--- src/rtl/mem_arbiter_if.sv ---
// mem_arbiter_if: bundles the two requester ports, the shared result signals
// and the memory-side strobe bus of mem_arbiter.
//   requester side : req0/rw0/addr0/wdata0/done0, req1/rw1/addr1/wdata1/done1,
//                    rdata, err, busy
//   memory side    : mem_address, mem_dataIn, mem_R_W, mem_EN (to memory),
//                    mem_dataOut, mem_MFC (from memory, MFC is asynchronous)
// slave  = arbiter view, master = requester/memory environment view.
interface mem_arbiter_if #(
  parameter int ADDR_W = 16,
  parameter int DATA_W = 16
);
  logic              req0;
  logic              rw0;
  logic [ADDR_W-1:0] addr0;
  logic [DATA_W-1:0] wdata0;
  logic              done0;
  logic              req1;
  logic              rw1;
  logic [ADDR_W-1:0] addr1;
  logic [DATA_W-1:0] wdata1;
  logic              done1;
  logic [DATA_W-1:0] rdata;
  logic              err;
  logic              busy;
  logic [ADDR_W-1:0] mem_address;
  logic [DATA_W-1:0] mem_dataIn;
  logic              mem_R_W;
  logic              mem_EN;
  logic [DATA_W-1:0] mem_dataOut;
  logic              mem_MFC;

  modport slave (
    input  req0, rw0, addr0, wdata0, req1, rw1, addr1, wdata1,
    input  mem_dataOut, mem_MFC,
    output done0, done1, rdata, err, busy,
    output mem_address, mem_dataIn, mem_R_W, mem_EN
  );

  modport master (
    output req0, rw0, addr0, wdata0, req1, rw1, addr1, wdata1,
    output mem_dataOut, mem_MFC,
    input  done0, done1, rdata, err, busy,
    input  mem_address, mem_dataIn, mem_R_W, mem_EN
  );
endinterface

--- src/rtl/mem_arbiter.sv ---
// mem_arbiter: two-port round-robin arbiter and access sequencer for a shared
// word memory with an asynchronous MFC completion handshake.
// Ports:
//   clk    - system clock, all logic on rising edge
//   reset  - synchronous active-high reset
//   bus    - mem_arbiter_if.slave: requester ports 0/1, rdata/err/busy, and
//            the memory address/data/R_W/EN strobe bus with MFC return
//
// state   | meaning
// --------+---------------------------------------------------------------
// IDLE    | no transaction; arbitrate and latch the winner's command
// SETUP   | address/data/R_W presented, EN low, one cycle
// STROBE  | EN high, waiting for synchronised MFC or the timeout count
// RELEASE | EN low, waiting for synchronised MFC to drop
module mem_arbiter #(
  parameter int ADDR_W  = 16,
  parameter int DATA_W  = 16,
  parameter int TIMEOUT = 31
) (
  input  logic         clk,
  input  logic         reset,
  mem_arbiter_if.slave bus
);

  typedef enum logic [1:0] {
    S_IDLE    = 2'd0,
    S_SETUP   = 2'd1,
    S_STROBE  = 2'd2,
    S_RELEASE = 2'd3
  } state_t;

  // Timeout fires on the edge where the count would reach TIMEOUT, so the
  // abort lands exactly TIMEOUT cycles after EN rises.
  localparam logic [7:0] TO_LAST = 8'(TIMEOUT - 1);

  state_t            state_q, state_d;
  logic              last_q, last_d;
  logic              gnt_q, gnt_d;
  logic              rw_q, rw_d;
  logic [ADDR_W-1:0] addr_q, addr_d;
  logic [DATA_W-1:0] wdata_q, wdata_d;
  logic [7:0]        cnt_q, cnt_d;
  logic              done0_q, done0_d;
  logic              done1_q, done1_d;
  logic              err_q, err_d;
  logic [DATA_W-1:0] rdata_q, rdata_d;
  logic              mfc_meta_q;
  logic              mfc_s_q;
  logic              pick;

  always_ff @(posedge clk) begin
    if (reset) begin
      state_q    <= S_IDLE;
      last_q     <= 1'b1;
      gnt_q      <= 1'b0;
      rw_q       <= 1'b0;
      addr_q     <= '0;
      wdata_q    <= '0;
      cnt_q      <= '0;
      done0_q    <= 1'b0;
      done1_q    <= 1'b0;
      err_q      <= 1'b0;
      rdata_q    <= '0;
      mfc_meta_q <= 1'b0;
      mfc_s_q    <= 1'b0;
    end else begin
      state_q    <= state_d;
      last_q     <= last_d;
      gnt_q      <= gnt_d;
      rw_q       <= rw_d;
      addr_q     <= addr_d;
      wdata_q    <= wdata_d;
      cnt_q      <= cnt_d;
      done0_q    <= done0_d;
      done1_q    <= done1_d;
      err_q      <= err_d;
      rdata_q    <= rdata_d;
      mfc_meta_q <= bus.mem_MFC;
      mfc_s_q    <= mfc_meta_q;
    end
  end

  always_comb begin
    state_d = state_q;
    last_d  = last_q;
    gnt_d   = gnt_q;
    rw_d    = rw_q;
    addr_d  = addr_q;
    wdata_d = wdata_q;
    cnt_d   = cnt_q;
    done0_d = 1'b0;
    done1_d = 1'b0;
    err_d   = 1'b0;
    rdata_d = rdata_q;
    // On a tie the port not granted last wins; otherwise the lone requester.
    pick    = (bus.req0 && bus.req1) ? ~last_q : bus.req1;

    case (state_q)
      S_IDLE: begin
        cnt_d = '0;
        if (bus.req0 || bus.req1) begin
          gnt_d   = pick;
          last_d  = pick;
          rw_d    = pick ? bus.rw1    : bus.rw0;
          addr_d  = pick ? bus.addr1  : bus.addr0;
          wdata_d = pick ? bus.wdata1 : bus.wdata0;
          state_d = S_SETUP;
        end
      end
      S_SETUP: begin
        cnt_d   = '0;
        state_d = S_STROBE;
      end
      S_STROBE: begin
        if (mfc_s_q) begin
          state_d = S_RELEASE;
          done0_d = ~gnt_q;
          done1_d = gnt_q;
          if (rw_q) rdata_d = bus.mem_dataOut;
        end else if (cnt_q >= TO_LAST) begin
          state_d = S_RELEASE;
          done0_d = ~gnt_q;
          done1_d = gnt_q;
          err_d   = 1'b1;
        end else if (cnt_q != 8'hFF) begin
          cnt_d = cnt_q + 8'd1;
        end
      end
      S_RELEASE: begin
        if (!mfc_s_q) state_d = S_IDLE;
      end
      default: state_d = S_IDLE;
    endcase
  end

  // Bus outputs come straight from the latched command, so they only move on
  // the IDLE->SETUP edge, never while EN is high.
  assign bus.mem_address = addr_q;
  assign bus.mem_dataIn  = wdata_q;
  assign bus.mem_R_W     = rw_q;
  assign bus.mem_EN      = (state_q == S_STROBE);
  assign bus.busy        = (state_q != S_IDLE);
  assign bus.done0       = done0_q;
  assign bus.done1       = done1_q;
  assign bus.err         = err_q;
  assign bus.rdata       = rdata_q;

endmodule

--- src/flat_wrapper.sv ---
// flat-port wrapper written by rule: the top's interface ports become plain ports
module mem_arbiter_flat 
#(
  parameter int ADDR_W  = 16,
  parameter int DATA_W  = 16,
  parameter int TIMEOUT = 31
)
  (clk, reset, bus_req0, bus_rw0, bus_addr0, bus_wdata0, bus_req1, bus_rw1, bus_addr1, bus_wdata1, bus_mem_dataOut, bus_mem_MFC, bus_done0, bus_done1, bus_rdata, bus_err, bus_busy, bus_mem_address, bus_mem_dataIn, bus_mem_R_W, bus_mem_EN);
  mem_arbiter_if #(.ADDR_W(ADDR_W), .DATA_W(DATA_W)) bus_i ();
  input  logic clk;
  input  logic reset;
  input wire logic [$bits(bus_i.req0)-1:0] bus_req0;
  input wire logic [$bits(bus_i.rw0)-1:0] bus_rw0;
  input wire logic [$bits(bus_i.addr0)-1:0] bus_addr0;
  input wire logic [$bits(bus_i.wdata0)-1:0] bus_wdata0;
  input wire logic [$bits(bus_i.req1)-1:0] bus_req1;
  input wire logic [$bits(bus_i.rw1)-1:0] bus_rw1;
  input wire logic [$bits(bus_i.addr1)-1:0] bus_addr1;
  input wire logic [$bits(bus_i.wdata1)-1:0] bus_wdata1;
  input wire logic [$bits(bus_i.mem_dataOut)-1:0] bus_mem_dataOut;
  input wire logic [$bits(bus_i.mem_MFC)-1:0] bus_mem_MFC;
  output wire logic [$bits(bus_i.done0)-1:0] bus_done0;
  output wire logic [$bits(bus_i.done1)-1:0] bus_done1;
  output wire logic [$bits(bus_i.rdata)-1:0] bus_rdata;
  output wire logic [$bits(bus_i.err)-1:0] bus_err;
  output wire logic [$bits(bus_i.busy)-1:0] bus_busy;
  output wire logic [$bits(bus_i.mem_address)-1:0] bus_mem_address;
  output wire logic [$bits(bus_i.mem_dataIn)-1:0] bus_mem_dataIn;
  output wire logic [$bits(bus_i.mem_R_W)-1:0] bus_mem_R_W;
  output wire logic [$bits(bus_i.mem_EN)-1:0] bus_mem_EN;
  assign bus_i.req0 = bus_req0;
  assign bus_i.rw0 = bus_rw0;
  assign bus_i.addr0 = bus_addr0;
  assign bus_i.wdata0 = bus_wdata0;
  assign bus_i.req1 = bus_req1;
  assign bus_i.rw1 = bus_rw1;
  assign bus_i.addr1 = bus_addr1;
  assign bus_i.wdata1 = bus_wdata1;
  assign bus_i.mem_dataOut = bus_mem_dataOut;
  assign bus_i.mem_MFC = bus_mem_MFC;
  assign bus_done0 = bus_i.done0;
  assign bus_done1 = bus_i.done1;
  assign bus_rdata = bus_i.rdata;
  assign bus_err = bus_i.err;
  assign bus_busy = bus_i.busy;
  assign bus_mem_address = bus_i.mem_address;
  assign bus_mem_dataIn = bus_i.mem_dataIn;
  assign bus_mem_R_W = bus_i.mem_R_W;
  assign bus_mem_EN = bus_i.mem_EN;
  mem_arbiter #(.ADDR_W(ADDR_W), .DATA_W(DATA_W), .TIMEOUT(TIMEOUT)) u_core (.clk(clk), .reset(reset), .bus(bus_i));
endmodule
--- config.mk ---
export PLATFORM = sky130hd
export DESIGN_NAME = mem_arbiter_flat
export DESIGN_NICKNAME = d
export VERILOG_FILES = /design/src/rtl/mem_arbiter_if.sv /design/src/rtl/mem_arbiter.sv /design/src/flat_wrapper.sv
export SDC_FILE = /design/constraint.sdc
export NUM_CORES = 1
export LEC_CHECK = 0
export CAP_MARGIN = 10
export CORE_ASPECT_RATIO = 2
export CORE_UTILIZATION = 40
export CTS_BUF_LIST = sky130_fd_sc_hd__clkbuf_16
export DETAILED_ROUTE_END_ITERATION = 10
export DONT_BUFFER_PORTS = 1
export HOLD_SLACK_MARGIN = 0.08
export PLACE_DENSITY_LB_ADDON = 0.25
export SYNTH_ARGS = -nofsm -noshare
export SYNTH_HDL_FRONTEND = slang
export SYNTH_SLANG_ARGS = --single-unit
--- constraint.sdc ---
create_clock -name clk -period 1.78 [get_ports clk]
set_input_delay 0.089 -clock clk [delete_from_list [all_inputs] [get_ports clk]]
set_output_delay 0.089 -clock clk [all_outputs]
set_load 0.1 [all_outputs]
; Word-level counts from Yosys, hierarchy flattened
; Index checks and enable logic that the tools add are counted.
[op_classes]
n_eq_ne = 10
order_cmp = 1
div_mod_pow = 0
mul = 0
add_sub_neg = 1
shifts = 0
n_reduce_logical = 12
muxes = 18
bitwise = 3
[ops]
columns = cell, count
row1 = $mux W16, 2
row2 = $mux W8, 3
row3 = $pmux W8 S2, 1
row4 = $add A8 B1 Y8 const B, 1
row5 = $ge A8 B5 Y1 const B, 1
row6 = $mux W2, 4
row7 = $ne A8 B8 Y1 const B, 1
row8 = $pmux W2 S4, 1
row9 = $mux W1, 7
row10 = $ne A2 B2 Y1 const B, 3
row11 = $reduce_and A3 Y1, 2
row12 = $eq A2 B2 Y1 const B, 2
row13 = $ne A2 B1 Y1 const B, 2
row14 = $reduce_and A4 Y1, 1
row15 = $reduce_bool A2 Y1, 2
row16 = $reduce_or A2 Y1, 2
row17 = $ne A3 B1 Y1 const B, 1
row18 = $not A1 Y1, 3
row19 = $reduce_or A3 Y1, 1
row20 = $eq A2 B1 Y1 const B, 1
row21 = $logic_not A2 Y1, 1
row22 = $reduce_and A2 Y1, 1
row23 = $logic_and A1 B1 Y1, 1
row24 = $logic_or A1 B1 Y1, 1
[totals]
n_memories = 0
latchBits = 0
inputBits = 87
romBits = 0
register_bits = 66
elab_cells = 58
out_inout_bits = 54
mem_bits_rw = 0

; Longest topological paths before layout
[depth]
word_depth = 5
ltp_mapped = 8
ltp_nobuf = 6

; Worst setup path after synthesis
; Ideal clock, no wire load.
[synth_path]
path_kind = register to register
startpoint = reg u_core.state_q[0]
endpoint = reg u_core.state_q[0]
path_stages_with_launch = 9
setup_time_ps = 122
required_ps = 1658
path_slack_ps = -432
period_less_slack_ps = 2212
n_path_buf = 2
arrival_time_ps = 2090
path_cell_list = dfxtp_1 -> inv_1 -> ha_1 -> buf_6 -> nor2b_1 -> and3_1 -> clkbuf_2 -> o21ai_1 -> o311a_1
[synth_via]
elab_chain_cells = 3
elab_cells_between_ends = 9
classes_between = eq/ne (6) / mux (1) / reduce/logical (2)
[synth_lines]
columns = element, line_no
row1 = start: declaration, mem_arbiter.sv:36  ; state_t state_q, state_d;
row2 = start signal: assignment, mem_arbiter.sv:67  ; state_q <= state_d;
row3 = $eq A2 B2 Y1 (*), n/a
row4 = net bus_mem_EN, flat_wrapper.sv:30  ; output wire logic [$bits(bus_i.mem_EN)-1:0] bus_mem_EN;
row5 = $ne A3 B1 Y1 (no source line), n/a
row6 = $reduce_and A3 Y1 (no source line), n/a
; The timed path passes the listed nets; every way through them passes the cells marked *.
; A chain may end at the register's enable or synchronous reset.

; Worst setup path after layout
[layout_path]
startpoint = reg u_core.state_q[1]
endpoint = reg u_core.last_q
[layout_via]
elab_chain_cells = 2
[layout_lines]
columns = element, line_no
row1 = $logic_not A2 Y1, mem_arbiter.sv:98  ; case (state_q)
row2 = $reduce_and A2 Y1 (no source line), n/a
row3 = end signal: assignment, mem_arbiter.sv:68  ; last_q <= last_d;
row4 = end: declaration, mem_arbiter.sv:37  ; logic last_q, last_d;
; No other way between the ends.

==> results.yml <==
finish:
  final_common_cell: "dfxtp_1"
  synthToLayoutAreaGrowth_pct: 24.8
  fin_area_um2: 3750
  multi_input_area_um2: 1470
  regArea_um2: 1320
  layout_common_cells: "dfxtp_1, buf_4, nor2_1, nand2_1, mux2i_1"
  nNetsFinal: 449
  layout.cells.non_filler: 451
  final_layout_size_suffix_gt1_share_pct: 30.6
  antenna_cells: 0
  fillers: 706
timing:
  final-hold-violation-count: 55
  skew_ns: 0.00575
  period_share_pct: 94.1
  fmax_ghz: 0.597
  setup_viol: 0
  hold_ws_ns: -0.168
  slew_headroom_pct: 77.5
  drv_slew: 0
  worst_slew_pin_slew_ns: 0.336
  min_period_ns: 1.68
grt:
  grt_overflow: 0
  grt_max_degree: 62
  grt_pass1_vias: 2172
  grt_usage_pct: 15.8
  grt_antenna_before_repair: 0
  grt_pass1_wl_mm: 9.72
route:
  met3_length_um: 453
  drc: 0
  via_count: 2302
  maxUsedRoutingLayer: "met4"
  drt_first_pass_iters: 4
  viasPerCell: 5.10
  met2_length_mm: 3.28
  wirelength_mm: 6.13
  drtAntennaViolNets: 0
  drt_iter0_drc: 101
  wl_met1_mm: 2.27
  wl_per_cell_um: 13.6
setup_path:
  critPathMaxFanout: 7
  path_class: "reg -> reg"
  crit_path_end_kind: "register"
  arrival_ns: 1.94
  critPathLaunchType: "register"
  cp_data_required_time_ns: 2.05
floorplanning:
  fp.coreArea_um2: 7270
  rows: 44
  fp.dieArea_um2: 7880
  io_pins: 141
  die_w_um: 63.3
  start_util_pct: 41.3
  die_h_um: 125
clock_tree:
  cts.sinks: 66
  tritoncts: "built"
  clockRootBuffer: "clkbuf_16"
  htreeDepth: 3
  clk_latency_ns: 0.32
  clkTransAtPathRegs_ns: 0.05
  cts_made_buffers: 9
  cts_max_path_buffers: 2
  cts.repair_timing.setup_buffer_count: 0
synthesis:
  syn_area_um2: 3000
  ys_ff_latch: 66
  ys_warn_count: 0
  synthTopCellsByArea: "dfxtp_1, a211oi_2, mux2i_1, nor2_1, nand2_1"
  synth_cell_types: 35
  yosys.area.top_type: "dfxtp_1"
  syn-num-nets: 395
  yosysSeqAreaShare_pct: 44.0
  syn-mean-instance-area_um2: 9.94
  synthCells: 302
  synth.top_cell.area_share_pct: 44.0
power:
  p_int_mw: 3.80
  max-vdd-ir-drop_mv: 0.836
  power_density_nw_per_um2: 2000
  pwr-share-clk_pct: 21.8
  seqPwrFrac_pct: 25.9
  leakage_nw: 1.53
  comb_power_share_pct: 52.2
  swShare_pct: 49.3
  power.total_mw: 7.50
  power.switching_mw: 3.70
place:
  numPortBuffers: 0
  dpl.cell_count: 431
  dp_hpwl_mm: 4.30
  globalplace.congestion: 0.730
  dpl_cell_area_um2: 3410
status:
  failed_checks: "hold timing"
  run_status: "finished, violations left"
hold_path:
  hold_path.class: "in -> reg"
flow_run:
  maxCapViolCount: 0
metrics by stage:
stage                     util [%]  worst slack, ns  setup TNS (ns)
final                         51.6            0.105               0
after global routing          51.6         -0.00117        -0.00117
after global placement        46.9            0.182               0
after CTS                     51.4           0.0499               0
after floorplan                  -           0.0129               0
after detailed placement      46.9            0.110               0
registers in the layout, indices dropped and copies added, names as in the netlist:
| signal | flops |
|---|---|
| u_core.bus.done0 | 1 |
| u_core.bus.done1 | 1 |
| u_core.bus.err | 1 |
| u_core.bus.mem_R_W | 1 |
| u_core.bus.mem_address | 16 |
| u_core.bus.mem_dataIn | 16 |
| u_core.bus.rdata | 16 |
| u_core.cnt_q | 8 |
| u_core.gnt_q | 1 |
| u_core.last_q | 1 |
| u_core.mfc_meta_q | 1 |
| u_core.mfc_s_q | 1 |
| u_core.state_q | 2 |
worst max-delay path: stages (launching register included):
cell           delay, ns
dfxtp_1             0.41
inv_1               0.10
ha_2                0.23
and3_1              0.18
o21ai_0             0.16
dlygate4sd3_1       0.56
power groups by stage:
stage          combinational (mW)  clock (mW)  sequential (mW)
2_1_floorplan                1.57           0             3.79
3_3_place_gp                 3.85           0             1.96
3_5_place_dp                 3.91           0             1.98
4_1_cts                      3.93        1.69             1.95
5_1_grt                      4.12        1.75             1.98
6_report                     3.92        1.64             1.95
routing by layer:
metal  vias to the layer above  track usage [%]
met4                         0             8.56
met5                         -                0
met3                        10             5.22
li1                       1159                -
met2                        91             28.6
met1                      1042             15.4
repair_timing:
item	4_1_cts	5_1_grt
setup endpoints to repair	0	10
resized for setup	0	3
hold endpoints to repair	66	60
hold buffers	5	1
cells in the mapped netlist, drive strengths merged:
cell	n
dfxtp	66
and2	3
o41ai	1
nand3	3
nor2	40
o21ai	4
ha	6
o311a	1
o2111ai	1
o21a	1
nand3b	2
mux2i	34
buf	15
inv	7
a21oi	20
clkbuf	6
nor2b	5
a21boi	1
a211oi	33
nor3	1
a211o	1
nand2	37
and3b	1
o211ai	1
and3	4
dlygate4sd1	2
o21ba	1
o31ai	1
a31oi	4
logic make-up after synthesis:
| family | share of synthesized area, % |
|---|---|
| buffers and inverters | 7.75 |
| adders and majority gates | 2.50 |
| DFF | 44.0 |
| AOI/OAI and AO/OA | 20.8 |
| and+or+nand+nor | 13.6 |
| muxes | 11.3 |
final cells by class:
type / instances / area share, %
clock buffer: 9 / 6.01
clock inverter: 5 / 1.34
inverter: 7 / 0.701
multi-input combinational: 206 / 39.3
sequential: 66 / 35.3
tap: 92 / 3.07
timing repair buffer: 66 / 14.3
worst paths after layout:
path / startpoint / to / slack, ns / cells after the start
max reg2reg: u_core.state_q[1] / u_core.last_q / 0.10 / 5
min: reset / u_core.bus.mem_dataIn[2] / -0.17 / 1
max: u_core.state_q[1] / u_core.last_q / 0.10 / 5
min reg2reg: u_core.gnt_q / u_core.bus.done0 / 0.42 / 1
Power figures use the tool's default switching activity.
